**config.mk**
```make
export PLATFORM = sky130hd
export DESIGN_NAME = rv_write_lsu
export DESIGN_NICKNAME = d
export VERILOG_FILES = /design/src/rtl/rv_write_lsu.sv
export SDC_FILE = /design/constraint.sdc
export NUM_CORES = 1
export LEC_CHECK = 0
export BUFFER_PORTS_ARGS = -buffer_cell sky130_fd_sc_hd__buf_4
export CORE_MARGIN = 5
export CORE_UTILIZATION = 55
export CTS_CLUSTER_SIZE = 30
export DETAILED_ROUTE_END_ITERATION = 10
export PLACE_DENSITY = 0.86
export SYNTH_ARGS = -nofsm -noshare
export SYNTH_HDL_FRONTEND = slang
export SYNTH_SLANG_ARGS = --single-unit
export TNS_END_PERCENT = 5
```
**constraint.sdc**
```tcl
create_clock -name i_clk -period 7.5 [get_ports i_clk]
set_input_delay 0.75 -clock i_clk [delete_from_list [all_inputs] [get_ports i_clk]]
set_output_delay 0.75 -clock i_clk [all_outputs]
set_load 0.02 [all_outputs]
```
**src/rtl/rv_write_lsu.sv**
```systemverilog
// rv_write_lsu: writeback stage with one registered slot, a valid/ready handshake,
// result select (ALU/MEM/TCM/PC+4/CSR), load alignment/extension and memory timeout.
// Ports: i_clk, i_reset (async, active-high); i_valid/o_ready handshake;
//   captured entry: i_alu_result, i_pc_p4, i_csr_data, i_rd, i_reg_write, i_res_src, i_funct3;
//   load data: i_tcm_rdata, i_mem_rvalid, i_mem_rdata;
//   write port: o_data, o_rd, o_reg_write; status: o_busy, o_bus_err.
// Option RV_WRITE_FWD_EN adds o_fwd_valid/o_fwd_rd/o_fwd_data (last retired write).
module rv_write_lsu #(
    parameter int XLEN    = 32,
    parameter int TIMEOUT = 15
) (
    input  logic            i_clk,
    input  logic            i_reset,
    input  logic            i_valid,
    output logic            o_ready,
    input  logic [XLEN-1:0] i_alu_result,
    input  logic [XLEN-3:0] i_pc_p4,
    input  logic [XLEN-1:0] i_csr_data,
    input  logic [4:0]      i_rd,
    input  logic            i_reg_write,
    input  logic [2:0]      i_res_src,
    input  logic [2:0]      i_funct3,
    input  logic [XLEN-1:0] i_tcm_rdata,
    input  logic            i_mem_rvalid,
    input  logic [XLEN-1:0] i_mem_rdata,
    output logic [XLEN-1:0] o_data,
    output logic [4:0]      o_rd,
    output logic            o_reg_write,
    output logic            o_busy,
    output logic            o_bus_err
`ifdef RV_WRITE_FWD_EN
    ,
    output logic            o_fwd_valid,
    output logic [4:0]      o_fwd_rd,
    output logic [XLEN-1:0] o_fwd_data
`endif
);

    localparam int OFFW = $clog2(XLEN / 8);

    localparam logic [2:0] SRC_ALU = 3'd0;
    localparam logic [2:0] SRC_MEM = 3'd1;
    localparam logic [2:0] SRC_TCM = 3'd2;
    localparam logic [2:0] SRC_PC  = 3'd3;
    localparam logic [2:0] SRC_CSR = 3'd4;

    typedef enum logic [1:0] {
        S_IDLE,
        S_FULL,
        S_WAIT
    } state_t;

    state_t state_q;
    state_t state_d;
    state_t cap_next;

    logic [7:0]      cnt_q;
    logic [XLEN-1:0] r_alu_result;
    logic [XLEN-3:0] r_pc_p4;
    logic [XLEN-1:0] r_csr_data;
    logic [4:0]      r_rd;
    logic            r_reg_write;
    logic [2:0]      r_res_src;
    logic [2:0]      r_funct3;

    logic wait_hold;
    logic capture;
    logic retire;
    logic timeout_hit;

    logic [OFFW-1:0] off;
    logic [5:0]      sh_b;
    logic [5:0]      sh_h;
    logic [5:0]      sh_w;
    logic [XLEN-1:0] ld_raw;
    logic [7:0]      lane_b;
    logic [15:0]     lane_h;
    logic [31:0]     lane_w;
    logic [XLEN-1:0] ld_val;
    logic [XLEN-1:0] result;

    // WAIT without a response is the only condition that stalls upstream.
    assign wait_hold   = (state_q == S_WAIT) && !i_mem_rvalid;
    assign o_ready     = !wait_hold;
    assign capture     = i_valid && o_ready;
    assign retire      = (state_q == S_FULL) ||
                         ((state_q == S_WAIT) && i_mem_rvalid);
    assign timeout_hit = wait_hold && (cnt_q == 8'(TIMEOUT - 1));

    // State register
    always_ff @(posedge i_clk or posedge i_reset) begin
        if (i_reset) begin
            state_q <= S_IDLE;
        end else begin
            state_q <= state_d;
        end
    end

    // Next state
    always_comb begin
        cap_next = S_IDLE;
        if (capture) begin
            cap_next = (i_res_src == SRC_MEM) ? S_WAIT : S_FULL;
        end
        state_d = S_IDLE;
        unique case (state_q)
            S_IDLE, S_FULL: state_d = cap_next;
            S_WAIT: begin
                if (i_mem_rvalid) begin
                    state_d = cap_next;
                end else if (timeout_hit) begin
                    state_d = S_IDLE;
                end else begin
                    state_d = S_WAIT;
                end
            end
            default: state_d = S_IDLE;
        endcase
    end

    // Counter restarts whenever a fresh entry enters WAIT,
    // including a MEM entry captured in the retire cycle of another.
    always_ff @(posedge i_clk or posedge i_reset) begin
        if (i_reset) begin
            cnt_q <= '0;
        end else if ((state_d == S_WAIT) && !wait_hold) begin
            cnt_q <= '0;
        end else if ((state_q == S_WAIT) && (cnt_q != 8'hFF)) begin
            cnt_q <= cnt_q + 8'd1;
        end
    end

    always_ff @(posedge i_clk or posedge i_reset) begin
        if (i_reset) begin
            r_alu_result <= '0;
            r_pc_p4      <= '0;
            r_csr_data   <= '0;
            r_rd         <= '0;
            r_reg_write  <= 1'b0;
            r_res_src    <= '0;
            r_funct3     <= '0;
        end else if (capture) begin
            r_alu_result <= i_alu_result;
            r_pc_p4      <= i_pc_p4;
            r_csr_data   <= i_csr_data;
            r_rd         <= i_rd;
            r_reg_write  <= i_reg_write;
            r_res_src    <= i_res_src;
            r_funct3     <= i_funct3;
        end
    end

    // Lane shifts in bits: byte = off*8, half = off[msb:1]*16, word = off[2]*32.
    assign off    = r_alu_result[OFFW-1:0];
    assign sh_b   = 6'(off) << 3;
    assign sh_h   = 6'(off >> 1) << 4;
    assign sh_w   = 6'(off >> 2) << 5;
    assign ld_raw = (r_res_src == SRC_MEM) ? i_mem_rdata : i_tcm_rdata;
    assign lane_b = 8'(ld_raw >> sh_b);
    assign lane_h = 16'(ld_raw >> sh_h);
    assign lane_w = 32'(ld_raw >> sh_w);

    always_comb begin
        ld_val = '0;
        case (r_funct3)
            3'b000: ld_val = XLEN'($signed(lane_b));
            3'b100: ld_val = XLEN'(lane_b);
            3'b001: ld_val = XLEN'($signed(lane_h));
            3'b101: ld_val = XLEN'(lane_h);
            3'b010: ld_val = XLEN'($signed(lane_w));
            3'b110: if (XLEN == 64) ld_val = XLEN'(lane_w);
            3'b011: if (XLEN == 64) ld_val = ld_raw;
            default: ld_val = '0;
        endcase
    end

    always_comb begin
        result = '0;
        case (r_res_src)
            SRC_ALU:          result = r_alu_result;
            SRC_MEM, SRC_TCM: result = ld_val;
            SRC_PC:           result = {r_pc_p4, 2'b00};
            SRC_CSR:          result = r_csr_data;
            default:          result = '0;
        endcase
    end

    // Outputs
    always_comb begin
        o_reg_write = 1'b0;
        o_rd        = '0;
        o_data      = '0;
        if (retire) begin
            o_reg_write = r_reg_write && (r_rd != 5'd0);
            o_rd        = r_rd;
            o_data      = result;
        end
    end

    assign o_busy    = (state_q == S_WAIT);
    assign o_bus_err = timeout_hit;

`ifdef RV_WRITE_FWD_EN
    logic            fwd_valid_q;
    logic [4:0]      fwd_rd_q;
    logic [XLEN-1:0] fwd_data_q;

    always_ff @(posedge i_clk or posedge i_reset) begin
        if (i_reset) begin
            fwd_valid_q <= 1'b0;
            fwd_rd_q    <= '0;
            fwd_data_q  <= '0;
        end else if (retire && r_reg_write && (r_rd != 5'd0)) begin
            fwd_valid_q <= 1'b1;
            fwd_rd_q    <= r_rd;
            fwd_data_q  <= result;
        end
    end

    assign o_fwd_valid = fwd_valid_q;
    assign o_fwd_rd    = fwd_rd_q;
    assign o_fwd_data  = fwd_data_q;
`endif

endmodule
```
Word level (Yosys, flattened, before mapping):

Index checks and enable logic that the tools add are counted.

* add/sub/neg operators: 1
* multiply operators: 0
* div/mod/pow operators: 0
* $lt $le $gt $ge: 0
* eq/ne operators: 14
* shifts and indexed selects: 2
* multiplexer cells: 13
* bitwise operators: 0
* reductions and logical operators: 17

Operators with widths (number)
* $pmux 32 s5: 1
* $pmux 32 s4: 1
* $mux 32: 2
* $shr 32x5->16: 1
* $shr 32x5->8: 1
* $mux 8: 2
* $eq 3x1->1 const B: 3
* $eq 3x2->1 const B: 3
* $eq 3x3->1 const B: 3
* $add 8x1->8 const B: 1
* $eq 8x4->1 const B: 1
* $mux 2: 4
* $ne 8x8->1 const B: 1
* $logic_and 1x1->1: 7
* $logic_not 3->1: 2
* $mux 5: 1
* $reduce_bool 5->1: 1
* $eq 2x2->1 const B: 2
* $pmux 2 s2: 1
* $reduce_or 2->1: 2
* $eq 2x1->1 const B: 1
* $logic_not 1->1: 2
* $logic_not 2->1: 1
* $reduce_bool 2->1: 1
* 2 further kinds: 2

* bits in registers: 116
* bits in latches: 0
* memory bits (writable): 0
* bits in read-only memories: 0
* bits of input ports: 174
* memories kept: 0

Longest topological paths before layout:

* word-level depth: 10
* gate-level depth with buffers: 8
* mapped depth without buffers: 6

Worst setup path before layout:

OpenSTA, ideal clock, no wires.

* path type: input to output
* start: in i_mem_rdata[31]
* end: out o_data[18]
* arrival: 2.272 ns
* data required time: 6.750 ns
* slack: 4.478 ns
* cell stages on the path: 6
* path buffers: 1
* cells stage by stage: mux2i_1 mux4_2 nor4_4 nor2_2 buf_6 a21oi_1

* cells in the longest elaborated chain, start to end: 5
* elaborated cells on any way between the ends: 6
* classes of those cells: shift (2); mux (4)

RTL lines
* start, declared: line 25 `input logic [XLEN-1:0] i_mem_rdata,`
* $mux 32 (*): line 158 `assign ld_raw = (r_res_src == SRC_MEM) ? i_mem_rdata : i_tcm_rdata;`
* $shr 32x5->16 or $shr 32x5->8 (tied branches): line 160, 159
* $pmux 32 s5 (*): line 165 `case (r_funct3)`
* $pmux 32 s4 (*): line 179 `case (r_res_src)`
* $mux 32 (*): line 193 `if (retire) begin`
* end, declared: line 26 `output logic [XLEN-1:0] o_data,`

Mark *: on every way between the ends. The rest lies on a longest branch, timed or not.

Worst setup path after layout:

* start: reg r_res_src[2]
* end: out o_data[31]

* cells in the longest elaborated chain, start to end: 6
* elaborated cells on any way between the ends: 12
* classes of those cells: eq/ne (4); shift (2); mux (4); reduce/logical (2)

RTL lines
* start, declared: line 63 `logic [2:0] r_res_src;`
* start signal, assigned: line 148 `r_res_src <= i_res_src;`
* $eq 3x1->1: line 158, 179
* $mux 32: line 158
* $shr 32x5->16 or $shr 32x5->8 (tied branches): line 160, 159
* $pmux 32 s5: line 165
* $pmux 32 s4 (*): line 179
* $mux 32 (*): line 193

Marked as above.

==> impl_metrics.yaml <==
clock_tree:
  clkLatencyLatePin_ns: 0.41
  cts.path.max_buffers: 2
  clk_pin_slew_ns: 0.05
  cts_htree_levels: 4
  cts_buffers: 17
  cts-root-buf: "clkbuf_16"
  clock-sinks: 116
  cts_hold_buffers: 0
  cts_setup_buffers: 0
  ctsResizeCount: 0
  cts_tree: "built"
critical_path:
  required_ns: 6.75
  arrival_ns: 4.00
  path_max_fanout: 39
  r2r-start: "state_q[1]"
  crit_path_start: "r_res_src[2]"
  r2r_slack_ns: 4.77
  critPathKind: "reg -> out"
  worst_setup_path_start_kind: "flip-flop"
  end_kind: "output pin"
synthesis:
  yosysWarnings: 0
  ys_ff_latch: 116
  ys.flop_type: "dfrtp_1"
  synth_edf_count: 0
  synth.distinct_cells: 49
  syn_inst: 589
  ys_async_sr_fraction_pct: 100
  syn-num-nets: 765
  syn_area_sq_um: 6520
  seq_area_frac_synth_pct: 44.5
  synth_area_per_cell_sq_um: 11.1
floorplanning:
  core_sq_um: 11500
  initial_core_util_pct: 56.6
  io_pins: 215
  die_w_um: 119
  die_area_sq_um: 14100
  die_h_um: 119
  num_rows: 39
global_route:
  antenna_found_initial: 0
  grt_pass1_vias: 6081
  grtUsageTotal_pct: 29.5
  grt_remaining_overflow: 0
  grt_max_degree: 94
  grt_pass1_wl_um: 32800
sta:
  timing.final.crit_share_pct: 63.4
  hold_ws_ns: 0.333
  setup_tns_ns: 0
  setup_viol: 0
  hold_violations: 0
  fin_worst_skew_ns: 0.00476
  fmax_mhz: 210
  fin_crit_ns: 4.75
  final_max_slew_viol_count: 0
  rsz0062_at_grt: "false"
  max_slew.worst_pin.slew_ns: 1.17
  maxSlewHeadroom_pct: 22.2
routing:
  drt_iter0_drc: 429
  wl_per_cell_um: 22.3
  drtPass1Iterations: 7
  drc: 0
  drt_wl_total_um: 21000
  via_per_inst: 6.02
  ant_nets: 0
  vias: 5675
min_path:
  hold_path_class: "in -> async"
run:
  max_cap_viol_count: 0
finish:
  antennaDiodeCount: 0
  nNetsFinal: 963
  layout-drive-gt1-share_pct: 46.8
  area_growth_pct: 35.5
pwr:
  p_per_area_nw_per_um2: 241
  peakVddDrop_uv: 224
  power.leakage_uw: 0.00394
placed_design:
  dp_hpwl_um: 15400
  gp_congestion: 0.925
  io_buffer_count: 214
status:
  status: "finished clean"
## cell families after synthesis
kind of cell	share of synthesized area (%)
muxes	30.3
xor gates and xnor gates	0.806
and+or+nand+nor	8.29
buffers and inverters	3.24
AOI/OAI and AO/OA	12.5
adders and majority gates	0.384
DFF	44.5
## registers in the layout, summed over array words and instances (netlist names)
signal	count
cnt_q	8
r_alu_result	32
r_csr_data	32
r_funct3	3
r_pc_p4	30
r_rd	5
r_reg_write	1
r_res_src	3
state_q	2
## synth_stat cells (3+ instances only)
cell type / count / area [sq um]
a21oi_1: 34 / 170
inv_1: 5 / 18.8
nand4_1: 3 / 18.8
buf_1: 3 / 11.3
clkbuf_1: 17 / 63.8
xor2_1: 4 / 35.0
o21a_1: 7 / 52.6
mux2i_1: 76 / 761
mux2_2: 106 / 1190
a221oi_2: 3 / 45.0
nor2b_1: 10 / 62.6
o2bb2ai_1: 18 / 158
o21ai_0: 31 / 155
nor2_1: 68 / 255
dfrtp_1: 116 / 2900
o22ai_1: 13 / 81.3
nand2_1: 8 / 30.0
buf_2: 19 / 95.1
a2111oi_0: 7 / 61.3
## stage by stage
step | instance area (sq um) | util (%) | total power (uW) | cells | worst slack (ns)
6_report | 8840 | 76.7 | 2130 | 943 | 2.75
5_1_grt | 8840 | 76.7 | 2220 | 943 | 2.57
4_1_cts | 8840 | 76.7 | 2140 | 943 | 2.72
3_5_place_dp | 8180 | 71.1 | 1240 | 911 | 3.18
3_3_place_gp | 8180 | 71.1 | 1210 | 911 | 3.30
2_1_floorplan | 6520 | - | 1050 | 589 | 3.68
## layout by cell type (no fill, tap or decap), types with 2 or more instances in the layout
master        n
o22ai_1      13
a211oi_1      2
a2111oi_0     7
xnor2_1       2
nand2_1       7
o2bb2ai_1    18
o31a_1        2
a221oi_2      3
and3_1        2
mux2_2      106
clkinv_2      4
ha_1          2
dfrtp_1     115
o21a_1        7
or3_1         2
clkbuf_16    17
o21ai_0      31
inv_6         2
a21oi_1      34
nor2_2        2
nor2_1       67
nand4_1       3
xor2_1        4
bufinv_16     5
mux2i_1      76
clkbuf_8      2
inv_1         4
and2_1        2
nor2b_1      10
clkinvlp_4    2
nor4_1        2
buf_4       220
## area by class of cell
class / instances / area, sq um
multi-input cells: 427 / 3430
clock inverters: 13 / 203
repair buffers: 220 / 1650
inverters: 5 / 21.3
clock buffers: 19 / 453
flip-flops and latches: 116 / 2900
well taps: 143 / 179
fillers: 774 / 2680
## where the power goes
group	leakage, uW	internal (uW)	switching (uW)	total [uW]
clock network	0.000320	606	290	896
logic	0.00225	229	234	463
registers	0.00137	702	71.8	774
## metal layers
metal / routed length [um] / GRT usage (%) / vias up
met5: 0 / 0 / -
met4: 740 / 12.7 / 0
met3: 1790 / 8.58 / 61
met2: 10600 / 51.1 / 307
met1: 7890 / 34.2 / 2746
li1: - / - / 2561
## path summary, 6_finish.rpt
path                                    endpoint  cells past startpoint
worst max-delay path                  o_data[31]                      7
worst min-delay path            r_alu_result[12]                      2
worst max register to register    r_csr_data[16]                      5
worst min register to register  r_alu_result[22]                      1
max in group asynchronous           r_res_src[2]                      3
min in group i_clk              r_alu_result[22]                      1
## critical path: stages (launching register included)
cell      delay (ns)
dfrtp_2         0.82
nor3b_2         0.30
buf_4           0.50
mux4_2          0.63
nor4_4          0.49
nor2_2          0.34
a221oi_2        0.32
buf_4           0.19
Power figures use the tool's default switching activity.
